**config.mk**
```make
export PLATFORM = sky130hd
export DESIGN_NAME = alu_writeback_regfile
export DESIGN_NICKNAME = d
export VERILOG_FILES = /design/src/rtl/alu_writeback_regfile.sv
export SDC_FILE = /design/constraint.sdc
export NUM_CORES = 2
export LEC_CHECK = 0
export CAP_MARGIN = 40
export CELL_PAD_IN_SITES_DETAIL_PLACEMENT = 1
export CELL_PAD_IN_SITES_GLOBAL_PLACEMENT = 2
export CORE_MARGIN = 2
export CORE_UTILIZATION = 46
export CTS_BUF_LIST = sky130_fd_sc_hd__clkbuf_2
export DETAILED_ROUTE_END_ITERATION = 10
export PLACE_DENSITY = 0.81
export SKIP_CTS_REPAIR_TIMING = 1
export SYNTH_ARGS = -nofsm -noshare
export SYNTH_HDL_FRONTEND = slang
export SYNTH_SLANG_ARGS = --single-unit
export TNS_END_PERCENT = 5
```
**constraint.sdc**
```tcl
create_clock -name clk -period 4.4 [get_ports clk]
set_clock_uncertainty 0.2 [all_clocks]
set_input_delay 0.66 -clock clk [delete_from_list [all_inputs] [get_ports clk]]
set_output_delay 0.66 -clock clk [all_outputs]
set_load 0.01 [all_outputs]
```
**src/rtl/alu_writeback_regfile.sv**
```systemverilog
// Writeback end of the ALU result path: one-cycle writeback latch, register file
// commit, and two bypassed combinational operand read ports.
module alu_writeback_regfile #(
    parameter int OPERAND_SIZE     = 32,
    parameter int REG_ADDRESS_SIZE = 5
) (
    input  logic                          clk,
    input  logic                          reset,
    input  logic                          wb_valid_in,
    input  logic [OPERAND_SIZE-1:0]       wb_result_in,
    input  logic [REG_ADDRESS_SIZE:0]     wb_static_in,
    input  logic                          stall,
    input  logic [REG_ADDRESS_SIZE-1:0]   rd_addr1,
    input  logic [REG_ADDRESS_SIZE-1:0]   rd_addr2,
    output logic [OPERAND_SIZE-1:0]       rd_data1,
    output logic [OPERAND_SIZE-1:0]       rd_data2,
    output logic                          commit_valid,
    output logic [REG_ADDRESS_SIZE-1:0]   commit_addr,
    output logic [OPERAND_SIZE-1:0]       commit_data
);

    localparam int NUM_REGS = 1 << REG_ADDRESS_SIZE;

    logic [OPERAND_SIZE-1:0]     regs_q [NUM_REGS];
    logic                        wbl_valid_q;
    logic [REG_ADDRESS_SIZE-1:0] wbl_addr_q;
    logic [OPERAND_SIZE-1:0]     wbl_data_q;
    logic                        commit_valid_q;
    logic [REG_ADDRESS_SIZE-1:0] commit_addr_q;
    logic [OPERAND_SIZE-1:0]     commit_data_q;

    logic                        in_we;
    logic [REG_ADDRESS_SIZE-1:0] in_addr;
    logic                        in_hit;
    logic                        in_accept;

    assign in_we     = wb_static_in[REG_ADDRESS_SIZE];
    assign in_addr   = wb_static_in[REG_ADDRESS_SIZE-1:0];
    // in_hit ignores stall so a held input is still forwarded while frozen
    assign in_hit    = wb_valid_in && in_we && (in_addr != '0);
    assign in_accept = in_hit && !stall;

    always_ff @(posedge clk) begin
        if (reset) begin
            for (int i = 0; i < NUM_REGS; i++) begin
                regs_q[i] <= '0;
            end
            wbl_valid_q    <= 1'b0;
            wbl_addr_q     <= '0;
            wbl_data_q     <= '0;
            commit_valid_q <= 1'b0;
            commit_addr_q  <= '0;
            commit_data_q  <= '0;
        end else if (stall) begin
            commit_valid_q <= 1'b0;
        end else begin
            wbl_valid_q <= in_accept;
            wbl_addr_q  <= in_addr;
            wbl_data_q  <= wb_result_in;
            if (wbl_valid_q) begin
                regs_q[wbl_addr_q] <= wbl_data_q;
                commit_valid_q     <= 1'b1;
                commit_addr_q      <= wbl_addr_q;
                commit_data_q      <= wbl_data_q;
            end else begin
                commit_valid_q <= 1'b0;
            end
        end
    end

    // Newest value wins: live input, then latch, then array
    always_comb begin
        rd_data1 = regs_q[rd_addr1];
        if (rd_addr1 == '0) begin
            rd_data1 = '0;
        end else if (in_hit && (in_addr == rd_addr1)) begin
            rd_data1 = wb_result_in;
        end else if (wbl_valid_q && (wbl_addr_q == rd_addr1)) begin
            rd_data1 = wbl_data_q;
        end
    end

    always_comb begin
        rd_data2 = regs_q[rd_addr2];
        if (rd_addr2 == '0) begin
            rd_data2 = '0;
        end else if (in_hit && (in_addr == rd_addr2)) begin
            rd_data2 = wb_result_in;
        end else if (wbl_valid_q && (wbl_addr_q == rd_addr2)) begin
            rd_data2 = wbl_data_q;
        end
    end

    assign commit_valid = commit_valid_q;
    assign commit_addr  = commit_addr_q;
    assign commit_data  = commit_data_q;

endmodule

```
# == After elaboration in Yosys (flattened, before gate mapping) ==
# Memory sizes are Yosys's and may differ from the RTL's.
# Cells that the tools add are included.
# totals
regBits,76
ramBits,1024
inputBits,52
output_inout_bits,102
wordCells,40
mem_count,1
# mem_list
memory,depth,word_bits,read_ports,rd_clocked_by_memory_dff,write_ports,line,text
regs_q,32,32,2,0,32,24,logic [OPERAND_SIZE-1:0] regs_q [NUM_REGS];
# classes
n_eq_ne,4
muxes,15
bitwise,1
n_reduce_logical,13
# ops
operator,n
$mux W32,7
$reduce_or A32 Y1,1
$eq A5 B5 Y1,4
$logic_not A5 Y1,2
$logic_and A1 B1 Y1,7
$mux W1,7
$mux W5,1
$reduce_bool A5 Y1,1
$reduce_and A2 Y1,1
$logic_not A1 Y1,1
$not A1 Y1,1

# == Longest topological paths before layout ==
# logic_depth
depth_word,6
ltp_mapped,10
depth_no_buf,5

# == Worst setup path before layout ==
# OpenSTA, ideal clock, no wires.
# synth_timing
path_kind,in2reg
startpoint,input stall
endpoint,"memory regs_q[14][0], enable pin"
setup_ps,428
arrival_ps,3181
t_required_ps,3772
slack_ps,591
path_stages,7
n_path_buf,3
path_cell_list,clkbuf_1 > nand2b_1 > nor3_1 > nand2_1 > clkbuf_1 > clkbuf_1 > o21bai_1
# synth_rtl
item,line,text
"start, declared",12,"input logic stall,"
"end, declared",24,

==> results.cfg <==
[status]
status = finished with violations
violations = setup timing

[critical_path]
max_stage_delay_ns = 0.46
required_ns = 3.54
crit_fanout = 2
ff2ff_setup_slack_ns = 1.01
critPathKind = flop to primary output
arrival_ns = 3.78
cp-start-kind = flop
end_kind = primary output
crit_path_top_delay_cell = mux4_2
cp_cell_sequence = mux4_2 -> mux2_2 -> a221oi_2 -> buf_4 -> a21o_1 -> o211ai_1 -> dlymetal6s2s_1
crit_family = multiplexers
cp_num_buf_inv = 2

[die]
num_rows = 130
ios = 154
coreArea_um2 = 125000
die_area_um2 = 129000
start_util = 0.463
die_w_um = 359
fp.dieH_um = 359

[sta]
finalCritPeriodShare = 1.06
fin_ws_ns = -0.243
finalHoldViolCount = 0
finalCriticalPeriod_ns = 4.64
whs_ns = 0.114
setup-violations-final = 44
max_freq_mhz = 215
worstMarginPinSlew_ns = 1.19
max_slew_margin = 0.210
slew_viol_final = 0
rsz0062_at_grt = true

[clocking]
numClockSinks = 1100
root_buffer = clkbuf_2
cts_buffer_depth = 4
cts.reportedPaths.clkPinSlew_ns = 0.10
clk_latency_ns = 1.70
cts_made_buffers = 310
cts_tree = built
htreeDepth = 5

[yosys]
synth_ff_type = edfxtp_1
yosysTopAreaCell = edfxtp_1
async_reset_ff_frac = 0
seq_area_frac_synth = 0.556
synth.most_common_cell = nor3_1
yosys-top-cells-count = nor3_1, edfxtp_1, clkbuf_1, mux2i_1, mux4_2
synth-seq-cells = 1100
synth_top_area_frac = 0.530
syn_area_per_cell_um2 = 13.1
synthCells = 4424
yosysWarningCount = 0
synth_nets = 4476
syn-cell-area_um2 = 58000
yosys.cell_types.count = 45
yosys-top-cells-area = edfxtp_1, mux4_2, nor3_1
synth-edff-count = 1024

[routing]
avgViaCountPerCell = 7.15
vias = 46700
wl_per_cell_um = 37.5
wirelength_mm = 245
drc_errors = 0
ant_nets = 0
first_iter_violations = 6644
first_pass_iters = 5

[global_route]
grt_pass1_wl_mm = 345
grt_max_degree = 138
grt_pass1_vias = 47300
grtUsageTotal = 0.372
antenna_found_initial = 9
grt_overflow = 0

[finish]
utilization = 0.535
syn2layout_area_growth_pct = 15.7
nets = 4742
drive_above_1_share = 0.289
fin_area_um2 = 67100
n_fill_cell = 12500

[place]
place_area_um2 = 63600
routabilityCongestion = 0.924
io_buffer_count = 153
hpwl_mm = 151
place_ws_ns = -0.281

[job]
drv_cap = 0

[pwr]
vdd_drop_max_v = 0.000296
power_mw = 22.9
powerDensity_nw_per_um2 = 341
leakage_nw = 22.9

[hold_path]
hold_class = input pin to flop
## power by group
group	switching [mW]	leakage (nW)	total (mW)	internal (mW)
logic	2.23	9.76	3.61	1.38
clock network	4.51	2.01	7.26	2.75
registers	0.249	11.1	12.0	11.7
total	6.99	22.9	22.9	15.9
## area by class of cell
class	count	area, µm²	share of cell area
flip-flops and latches	1100	32300	0.481
multi-input cells	2694	23900	0.356
repair buffers	552	6230	0.0928
clock buffers	467	2340	0.0348
well taps	1650	2060	0.0308
clock inverters	37	143	0.00213
inverters	32	120	0.00179
diodes	6	15.0	0.000224
## routing by layer
| layer | share of wire | up-vias | track usage | routed length [µm] |
|---|---|---|---|---|
| met3 | 0.15 | 792 | 0.145 | 35900 |
| met2 | 0.44 | 3664 | 0.554 | 108000 |
| li1 | - | 18400 | - | - |
| met5 | 0.0023 | - | 0 | 559 |
| met4 | 0.051 | 14 | 0.178 | 12400 |
| met1 | 0.36 | 23900 | 0.476 | 87900 |
## worst register-to-register path: stages, from the launching register on
cell     delay [ns]
dfxtp_4        0.40
buf_4          0.24
or3b_4         0.66
buf_4          0.64
buf_4          0.69
nor3_1         0.19
## registers in the layout, summed over array words and instances (netlist names)
signal	cells
wbl_valid_q	1
commit_data	32
wbl_addr_q	5
wbl_data_q	32
commit_valid	1
regs_q	1024
commit_addr	5
## kinds of logic (layout without fill, tap and decap cells)
family                 after synthesis  after routing  synth area share
AND/OR/NAND/NOR                   1345           1345             0.113
flip-flops                        1100           1100             0.556
multiplexers                       777            777             0.210
buffers and inverters              630           1088            0.0446
AO/OA/AOI/OAI                      552            552            0.0728
XOR/XNOR                            20             20           0.00302
other                                0              6                 0
## final timing paths
path / from / endpoint / depth (start not counted)
worst max-delay path: regs_q[26][24] / rd_data1[24] / 7
worst min-delay path: wb_result_in[9] / wbl_data_q[9] / 4
worst max register to register: wbl_addr_q[3] / regs_q[5][27] / 5
worst min register to register: commit_data[8] / commit_data[8] / 2
## cells in the final DEF (no fill, tap or decap), types with 32 or more instances in the layout
cell | synthesis | layout
nor3_1 | 1027 | 1026
clkdlybuf4s50_1 | 0 | 77
mux4_2 | 347 | 347
o211ai_1 | 32 | 32
buf_4 | 19 | 209
mux2i_1 | 367 | 367
a21oi_1 | 92 | 92
nand4_1 | 33 | 33
a211oi_1 | 33 | 32
mux2_2 | 63 | 63
buf_12 | 0 | 103
clkbuf_2 | 0 | 479
edfxtp_1 | 1024 | 1024
o21bai_4 | 0 | 32
clkinv_1 | 0 | 32
o221ai_1 | 65 | 64
a22oi_1 | 36 | 35
buf_2 | 86 | 36
inv_1 | 32 | 32
dlygate4sd3_1 | 0 | 65
nand2_1 | 194 | 191
dfxtp_1 | 76 | 71
o22ai_1 | 63 | 63
a22o_1 | 51 | 33
nor2_1 | 44 | 42
## stage by stage
stage                     TNS [ns]  std cells
after global placement       -5.90       5917
after floorplan                  0       4424
after CTS                   -78.67       6448
after detailed placement     -7.40       5944
after global routing        -14.99       6537
final                        -3.87       6538
Power figures use the tool's default switching activity.
